File: config.mk
export PLATFORM = sky130hd
export DESIGN_NAME = board_input_ctrl_flat
export DESIGN_NICKNAME = d
export VERILOG_FILES = /design/src/rtl/board_input_ctrl_if.sv /design/src/rtl/board_input_ctrl.sv /design/src/flat_wrapper.sv
export SDC_FILE = /design/constraint.sdc
export NUM_CORES = 1
export LEC_CHECK = 0
export ABC_AREA = 1
export CORE_UTILIZATION = 45
export DETAILED_ROUTE_END_ITERATION = 10
export GPL_TIMING_DRIVEN = 0
export PLACE_DENSITY = 0.77
export SETUP_SLACK_MARGIN = 0.02
export SYNTH_ARGS = -nofsm -noshare
export SYNTH_HDL_FRONTEND = slang
export SYNTH_SLANG_ARGS = --single-unit
File: constraint.sdc
create_clock -name clk -period 1.6 [get_ports clk]
set_input_delay 0.24 -clock clk [delete_from_list [all_inputs] [get_ports clk]]
set_output_delay 0.24 -clock clk [all_outputs]
set_load 0.01 [all_outputs]
File: src/rtl/board_input_ctrl_if.sv
// CPU-facing side of the board input controller: conditioned button levels, step pulse,
// and the switch-operand valid/ack handshake.
interface board_input_ctrl_if #(
  parameter int N = 8
);
  logic [3:0]   buttonLevel;
  logic         cpuResetReq;
  logic         stepPulse;
  logic [N-1:0] switchData;
  logic         switchValid;
  logic         switchAck;
  logic         overrun;

  modport master (
    output buttonLevel, cpuResetReq, stepPulse, switchData, switchValid, overrun,
    input  switchAck
  );

  modport slave (
    input  buttonLevel, cpuResetReq, stepPulse, switchData, switchValid, overrun,
    output switchAck
  );
endinterface

File: src/rtl/board_input_ctrl.sv
// Board input conditioning for picoMIPS: synchronise and debounce buttons/switches,
// generate a single-cycle step pulse and hand a captured switch operand to the CPU.
module board_input_ctrl #(
  parameter int N               = 8,
  parameter int SW_WIDTH        = 10,
  parameter int DEBOUNCE_CYCLES = 50000
) (
  input  logic                clk,
  input  logic                rst,
  input  logic [3:0]          buttonIn,
  input  logic [SW_WIDTH-1:0] switchIn,
  board_input_ctrl_if.master  cpu
);

  localparam int            CW      = $clog2(DEBOUNCE_CYCLES);
  localparam logic [CW-1:0] CNT_MAX = CW'(DEBOUNCE_CYCLES - 1);

  logic [3:0]          btn_sync_p0, btn_sync_p1;
  logic [SW_WIDTH-1:0] sw_sync_p0, sw_sync_p1;
  logic [3:0]          btn_smp;
  logic [3:0]          btn_stable;
  logic [CW-1:0]       btn_cnt [4];
  logic [SW_WIDTH-1:0] sw_stable;
  logic [CW-1:0]       sw_cnt;
  logic [2:1]          btn_prev;
  logic                step_pulse;
  logic [N-1:0]        sw_data;
  logic                sw_valid;
  logic                sw_overrun;
  logic                cap_req;
  logic                cap_accept;
  logic                unused_sw;

  // Stage p0/p1: two-flop synchronisers; buttons idle high (released)
  always_ff @(posedge clk) begin
    if (rst) begin
      btn_sync_p0 <= 4'hF;
      btn_sync_p1 <= 4'hF;
      sw_sync_p0  <= '0;
      sw_sync_p1  <= '0;
    end else begin
      btn_sync_p0 <= buttonIn;
      btn_sync_p1 <= btn_sync_p0;
      sw_sync_p0  <= switchIn;
      sw_sync_p1  <= sw_sync_p0;
    end
  end

  assign btn_smp = ~btn_sync_p1;

  // Debounce: each button has its own counter, the switch vector shares one
  always_ff @(posedge clk) begin
    if (rst) begin
      btn_stable <= '0;
      sw_stable  <= '0;
      sw_cnt     <= '0;
      for (int i = 0; i < 4; i++) btn_cnt[i] <= '0;
    end else begin
      for (int i = 0; i < 4; i++) begin
        if (btn_smp[i] == btn_stable[i]) begin
          btn_cnt[i] <= '0;
        end else if (btn_cnt[i] == CNT_MAX) begin
          btn_stable[i] <= btn_smp[i];
          btn_cnt[i]    <= '0;
        end else begin
          btn_cnt[i] <= btn_cnt[i] + 1'b1;
        end
      end
      if (sw_sync_p1 == sw_stable) begin
        sw_cnt <= '0;
      end else if (sw_cnt == CNT_MAX) begin
        sw_stable <= sw_sync_p1;
        sw_cnt    <= '0;
      end else begin
        sw_cnt <= sw_cnt + 1'b1;
      end
    end
  end

  assign cap_req    = btn_stable[2] & ~btn_prev[2];
  assign cap_accept = cap_req & (~sw_valid | cpu.switchAck);

  // Stage p2: registered press-edge detect, step pulse and capture handshake
  always_ff @(posedge clk) begin
    if (rst) begin
      btn_prev   <= '0;
      step_pulse <= 1'b0;
      sw_data    <= '0;
      sw_valid   <= 1'b0;
      sw_overrun <= 1'b0;
    end else begin
      btn_prev   <= btn_stable[2:1];
      step_pulse <= btn_stable[1] & ~btn_prev[1];
      if (cap_accept) begin
        sw_data  <= sw_stable[N-1:0];
        sw_valid <= 1'b1;
      end else if (cap_req) begin
        sw_overrun <= 1'b1;
      end else if (cpu.switchAck) begin
        sw_valid <= 1'b0;
      end
    end
  end

  // Switches above the operand width are debounced but not delivered
  assign unused_sw = ^sw_stable;

  assign cpu.buttonLevel = btn_stable;
  assign cpu.cpuResetReq = btn_stable[0];
  assign cpu.stepPulse   = step_pulse;
  assign cpu.switchData  = sw_data;
  assign cpu.switchValid = sw_valid;
  assign cpu.overrun     = sw_overrun;

endmodule

File: src/flat_wrapper.sv
// flat-port wrapper written by rule: the top's interface ports become plain ports
module board_input_ctrl_flat 
#(
  parameter int N               = 8,
  parameter int SW_WIDTH        = 10,
  parameter int DEBOUNCE_CYCLES = 50000
)
  (clk, rst, buttonIn, switchIn, cpu_buttonLevel, cpu_cpuResetReq, cpu_stepPulse, cpu_switchData, cpu_switchValid, cpu_overrun, cpu_switchAck);
  board_input_ctrl_if #(.N(N)) cpu_i ();
  input  logic clk;
  input  logic rst;
  input  logic [3:0] buttonIn;
  input  logic [SW_WIDTH-1:0] switchIn;
  output wire logic [$bits(cpu_i.buttonLevel)-1:0] cpu_buttonLevel;
  output wire logic [$bits(cpu_i.cpuResetReq)-1:0] cpu_cpuResetReq;
  output wire logic [$bits(cpu_i.stepPulse)-1:0] cpu_stepPulse;
  output wire logic [$bits(cpu_i.switchData)-1:0] cpu_switchData;
  output wire logic [$bits(cpu_i.switchValid)-1:0] cpu_switchValid;
  output wire logic [$bits(cpu_i.overrun)-1:0] cpu_overrun;
  input wire logic [$bits(cpu_i.switchAck)-1:0] cpu_switchAck;
  assign cpu_buttonLevel = cpu_i.buttonLevel;
  assign cpu_cpuResetReq = cpu_i.cpuResetReq;
  assign cpu_stepPulse = cpu_i.stepPulse;
  assign cpu_switchData = cpu_i.switchData;
  assign cpu_switchValid = cpu_i.switchValid;
  assign cpu_overrun = cpu_i.overrun;
  assign cpu_i.switchAck = cpu_switchAck;
  board_input_ctrl #(.N(N), .SW_WIDTH(SW_WIDTH), .DEBOUNCE_CYCLES(DEBOUNCE_CYCLES)) u_core (.clk(clk), .rst(rst), .buttonIn(buttonIn), .switchIn(switchIn), .cpu(cpu_i));
endmodule
==> results of run 1 <==
-- report_power, final --
group / internal [uW] / switching, uW
logic: 202 / 282
clock network: 2270 / 1510
registers: 3730 / 88.0
total: 6200 / 1880
-- worst min-delay path by stage --
stage,startpoint,to,slack [ns],cells past startpoint
finish,rst,u_core.btn_sync_p0[3],0.16,2
global route,rst,u_core.btn_sync_p0[3],0.16,2
CTS,rst,u_core.btn_sync_p1[3],0.15,2
detailed placement,u_core.sw_sync_p0[5],u_core.sw_sync_p1[5],0.40,2
global placement,u_core.btn_sync_p0[1],u_core.btn_sync_p1[1],0.39,1
floorplan,buttonIn[0],u_core.btn_sync_p0[0],0.34,1
-- sequential cells by signal, summed over array words and instances, names as in the netlist --
name / flops
u_core.sw_stable: 10
u_core.cpu.buttonLevel: 4
u_core.cpu.switchValid: 1
u_core.sw_sync_p1: 10
u_core.btn_cnt: 64
u_core.btn_prev: 2
u_core.cpu.stepPulse: 1
u_core.cpu.switchData: 8
u_core.sw_cnt: 16
u_core.btn_sync_p0: 4
u_core.sw_sync_p0: 10
u_core.btn_sync_p1: 4
u_core.cpu.overrun: 1
-- through the flow --
step	total power, uW	hold WS (ns)
6_report	8080	0.159
5_1_grt	8340	0.162
4_1_cts	8020	0.148
3_5_place_dp	4230	0.396
3_3_place_gp	4220	0.391
2_1_floorplan	4120	0.344
-- area by class of cell --
cell class,instances,area share (%)
inverters,134,5.75
flip-flops and latches,135,38.1
repair buffers,83,8.72
clock inverters,11,0.939
plain buffers,14,1.32
well taps,180,2.56
multi-input cells,584,36.9
clock buffers,21,5.73
-- critical path, delay by kind of cell, from the launching register on --
family / cells / cell delay [ns]
simple gates: 5 / 0.59
buf+inv: 1 / 0.07
fa+ha+maj: 1 / 0.20
flops: 1 / 0.37
xor+xnor: 1 / 0.16
-- repair_timing --
item,CTS,global route
cloned,1,6
gates resized for setup,40,95
pin swaps,15,40
endpoints found under the setup margin,72,87
buffers inserted,20,28
-- Yosys cell counts (5+ instances only) --
library cell / n / area, um^2
xor2_1: 22 / 193
a21oi_1: 40 / 200
dfxtp_1: 71 / 1420
inv_1: 129 / 484
nand4_1: 24 / 150
edfxtp_1: 64 / 1920
inv_2: 5 / 18.8
ha_1: 5 / 62.6
nor3_2: 8 / 80.1
o21ai_0: 19 / 95.1
nand3_1: 46 / 230
nor2_2: 8 / 50.1
nand2_2: 8 / 50.1
or2_2: 9 / 56.3
a21oi_2: 7 / 61.3
nor2_1: 130 / 488
nand2_1: 130 / 488
nor3_1: 34 / 170
-- kinds of logic after synthesis --
kind of cell	synth area share (%)
and+or+nand+nor	29.9
buffers and inverters	9.08
DFF	51.0
AOI/OAI and AO/OA	5.53
xor gates and xnor gates	3.47
adders and majority gates	0.954
other	0.0572
-- per-layer routing --
| layer | vias up | wire length (um) | GRT usage, % |
|---|---|---|---|
| met5 | - | 0 | 0 |
| met4 | 0 | 345 | 8.61 |
| met3 | 30 | 692 | 3.58 |
| met2 | 149 | 7060 | 30.4 |
| met1 | 2543 | 6230 | 21.9 |
| li1 | 2872 | - | - |
==> out/qor.yml, run 1 <==
sta:
  fin_crit_sh_pct: 102
  period_needed_ns: 1.64
  maxSlewViolCount: 0
  finalClockSkew_ns: 0.00627
  max_clock_freq_mhz: 611
  hold_viol: 0
  setup_viol: 6
  finalSetupTns_ns: -0.0650
  grt_setup_unrepaired: "yes"
  fin_ws_ns: -0.0378
clocking:
  cts_root_buf: "clkbuf_16"
  cts_num_sinks: 135
  clkSlewWorstSetupHoldPaths_ns: 0.06
  clk_latency_ns: 0.43
  numCtsBuffers: 17
  cts_tree: "yes"
  htreeDepth: 4
  clk_path_buf_depth: 2
  cts_hold_buf: 0
floorplan:
  rows: 43
  io_pins: 33
  die_x_um: 123
  dieArea_mm2: 0.0151
  start_util_pct: 46.7
  die_y_um: 123
  fp.coreArea_mm2: 0.0140
worst_hold_path:
  hp-class: "in2reg"
cells_and_area:
  fill_cells: 1075
  layout_commonest_cell: "inv_1"
  fin_area_mm2: 0.00880
  multi_input_area_mm2: 0.00325
  seq_area_mm2: 0.00335
  mostFrequentLayoutCells: "inv_1, nand2_1, nor2_1"
  drive_gt1_share_pct: 22.7
  nets: 991
  fin_util_pct: 62.7
  area_growth_pct: 34.1
  antenna_cells: 0
  finalNonFillerCells: 1162
setup_path:
  path_class: "reg2reg"
  slowest_delay_ns: 0.37
  cp-endpoint: "u_core.btn_cnt[3][12]"
  rr_startpoint: "u_core.btn_cnt[3][1]"
  arrival_ns: 1.82
  crit_slowest_cell: "edfxtp_1"
  rr_endpoint: "u_core.btn_cnt[3][12]"
  critPathLaunchType: "flop"
  endpoint_kind: "flop"
  path_cells: "ha_2 -> nand2_2 -> nor2_4 -> inv_2 -> nor3_4 -> nand3_2 -> xor2_1 -> nor2_1"
  cp_max_fo: 3
  reg2regPathDepth: 8
  crit_required_ns: 1.78
  crit_start: "u_core.btn_cnt[3][1]"
  reg2reg_slack_ns: -0.04
yosys:
  async_reset_ff_share_pct: 0
  synth_edf_count: 64
  syn_area_per_cell_um2: 8.18
  yosys_most_used_dff: "dfxtp_1"
  netlist_instances: 802
  ys_types: 36
  ys.warnings.count: 0
  ys_seq_area_share_pct: 51.0
  synth.ff_latch_count: 135
  synthesis.area_mm2: 0.00656
routing:
  drc: 0
  wl_um: 14300
  first_iter_violations: 505
  viasPerCell: 4.81
  dr.pass1.iters: 6
  wire_per_inst_um: 12.3
  antenna_left: 0
  via_count: 5594
placement:
  post_dp_cell_area_mm2: 0.00733
  placed_cells: 1076
  place_congestion: 0.891
  hpwlAfterDp_um: 8730
  portBuffers: 31
  pre_cts_slack_ns: -0.246
outcome:
  violations: "setup timing"
  outcome: "complete, but fails checks"
grt:
  gr-total-overflow: 0
  grt_pass1_vias: 4891
  antenna_found_initial: 0
  track_usage_pct: 18.0
  grt_max_degree: 17
  grt_pass1_wl_um: 21000
pwr:
  p_leak_uw: 0.00372
  peakVddDrop_mv: 0.804
  cellPowerDensity_mw_per_mm2: 918
flow_run:
  drv_cap: 0
No activity file was read; power rests on OpenSTA's default activity.
==> inputs of run 2 (changes only) <==
- MAX_ROUTING_LAYER: default -> met4
==> out/qor.yml, run 2 (synthesis gave the netlist of run 1 again) <==
outcome:
  outcome: "complete, but fails checks"
  violations: "setup timing"
clocking:
  cts_tree: "yes"
  numCtsBuffers: 17  # unchanged
  clk_path_buf_depth: 2  # unchanged
  cts_root_buf: "clkbuf_16"
  clkSlewWorstSetupHoldPaths_ns: 0.06  # about the same
  clk_latency_ns: 0.43  # about the same
  cts_num_sinks: 135  # unchanged
  htreeDepth: 4  # unchanged
grt:
  antenna_found_initial: 0  # unchanged
  grt_max_degree: 17  # unchanged
  gr-usage-met2_pct: 30.4  # -0.035 points
  grt_pass1_wl_um: 21100  # about the same
  grt_pass1_vias: 4896  # +0.10%
  gr-total-overflow: 0  # unchanged
  track_usage_pct: 18.6  # +0.61 points
  grt.met3_usage_pct: 4.32  # +0.74 points
  busiest_layer: "met2"
  met1_usage_pct: 22.0  # +0.12 points
cells_and_area:
  reg_top3: "u_core.btn_cnt x64, u_core.sw_cnt x16"
  mostFrequentLayoutCells: "inv_1, nand2_1, nor2_1"
  nets: 993  # +0.20%
  fin_util_pct: 62.9  # +0.20 points
  area_growth_pct: 34.6
  drive_gt1_share_pct: 22.9  # +0.16 points
  antenna_cells: 0  # unchanged
  largest_reg_flops: 64  # unchanged
  regMostFlops: "u_core.btn_cnt"
  layout_commonest_cell: "inv_1"
routing:
  wl_um: 14500  # +1.1%
  dr.pass1.iters: 6  # unchanged
  drc: 0  # unchanged
  viasPerCell: 4.83  # +0.42%
  first_iter_violations: 493  # -2.4%
  via_count: 5627  # +0.59%
  wire_per_inst_um: 12.4  # +0.89%
  antenna_left: 0  # unchanged
setup_path:
  rr_startpoint: "u_core.btn_cnt[3][1]"
  reg2reg_slack_ns: -0.04  # about the same
  cp_max_fo: 3  # unchanged
  critPathLaunchType: "flop"
  crit_slowest_cell: "edfxtp_1"
  crit_start: "u_core.btn_cnt[3][1]"
  path_class: "reg2reg"
  rr_endpoint: "u_core.btn_cnt[3][12]"
  reg2regPathDepth: 8  # unchanged
  crit_required_ns: 1.78  # about the same
  cp-endpoint: "u_core.btn_cnt[3][12]"
  slowest_delay_ns: 0.37  # about the same
  endpoint_kind: "flop"
  arrival_ns: 1.82  # about the same
  path_cells: "ha_2 -> nand2_2 -> nor2_4 -> inv_2 -> nor3_4 -> nand3_2 -> xor2_1 -> nor2_1"
sta:
  finalSetupTns_ns: -0.161  # -0.0959 ns
  setup_viol: 16  # +10
  hold_viol: 0  # unchanged
  max_clock_freq_mhz: 611  # +0.11%
  period_needed_ns: 1.64  # -0.00185 ns
  maxSlewViolCount: 0  # unchanged
  fin_ws_ns: -0.0360  # +0.00185 ns
  grt_setup_unrepaired: "yes"
  fin_crit_sh_pct: 102  # -0.12 points
  finalClockSkew_ns: 0.00629  # +0.0000285 ns
flow_run:
  drv_cap: 0  # unchanged
floorplan:
  start_util_pct: 46.7  # unchanged
  die_y_um: 123  # unchanged
  dieArea_mm2: 0.0151  # unchanged
  die_x_um: 123  # unchanged
  io_pins: 33  # unchanged
  fp.coreArea_mm2: 0.0140  # unchanged
  rows: 43  # unchanged
placement:
  hpwlAfterDp_um: 8730  # unchanged
  place_congestion: 0.906  # +1.7%
  portBuffers: 31  # unchanged
worst_hold_path:
  min_from: "rst"
  hp-class: "in2reg"
pwr:
  p_leak_uw: 0.00373  # +0.32%
  peakVddDrop_mv: 0.805  # +0.21%
  cellPowerDensity_mw_per_mm2: 916  # -0.18%
==> run 2: area by class of cell <==
type | instances | area (um^2)
plain buffers | 14 | 116
well taps | 180 | 225
inverters | 134 | 505
fillers | 1075 | 5220
clock inverters | 11 | 82.6
repair buffers | 85 | 782
clock buffers | 21 | 504
multi-input cells | 584 | 3260
flip-flops and latches | 135 | 3350
==> run 2: how the worst min path moves through the flow <==
stage,end,slack [ns],cells after the start
finish,u_core.btn_sync_p0[3],0.16,2
global route,u_core.btn_sync_p0[3],0.16,2
CTS,u_core.btn_sync_p1[3],0.15,2
detailed placement,u_core.sw_sync_p1[5],0.40,2
global placement,u_core.btn_sync_p1[1],0.39,1
floorplan,u_core.btn_sync_p0[0],0.34,1
==> run 2: metal layers <==
metal	vias up	wire (um)
met1	2541	6220
met3	32	805
met2	177	7140
met4	0	310
met5	-	0
li1	2877	-
==> run 2: power breakdown <==
group | internal, uW | leakage [uW] | switching (uW)
logic | 204 | 0.00221 | 283
clock network | 2270 | 0.000282 | 1520
registers | 3730 | 0.00124 | 88.6
total | 6200 | 0.00373 | 1890
==> run 2: what timing repair did <==
item	in CTS	in global routing
cloned	1	6
gates resized for setup	40	97
setup endpoints to repair	72	87
hold buffers	0	0
pin swaps	15	44
buffers inserted	20	30
==> run 2: critical path: cells and delay by family, from the launching register on <==
| family | cells | cell delay, ns |
|---|---|---|
| AND/OR/NAND/NOR | 5 | 0.58 |
| flip-flops | 1 | 0.37 |
| buffers and inverters | 1 | 0.07 |
| XOR/XNOR | 1 | 0.16 |
| adder cells (fa/ha/maj) | 1 | 0.20 |
==> run 2: metrics by stage <==
stage | cell area, um^2 | instances | hold slack (ns) | power, uW | setup WS (ns)
global route | 8830 | 1164 | 0.157 | 8350 | -0.157
detailed placement | 7330 | 1076 | 0.396 | 4230 | -0.246
floorplan | 6800 | 865 | 0.344 | 4120 | 0.0265
global placement | 7330 | 1076 | 0.391 | 4220 | -0.232
CTS | 8180 | 1129 | 0.148 | 8020 | -0.0177
finish | 8830 | 1164 | 0.157 | 8090 | -0.0360
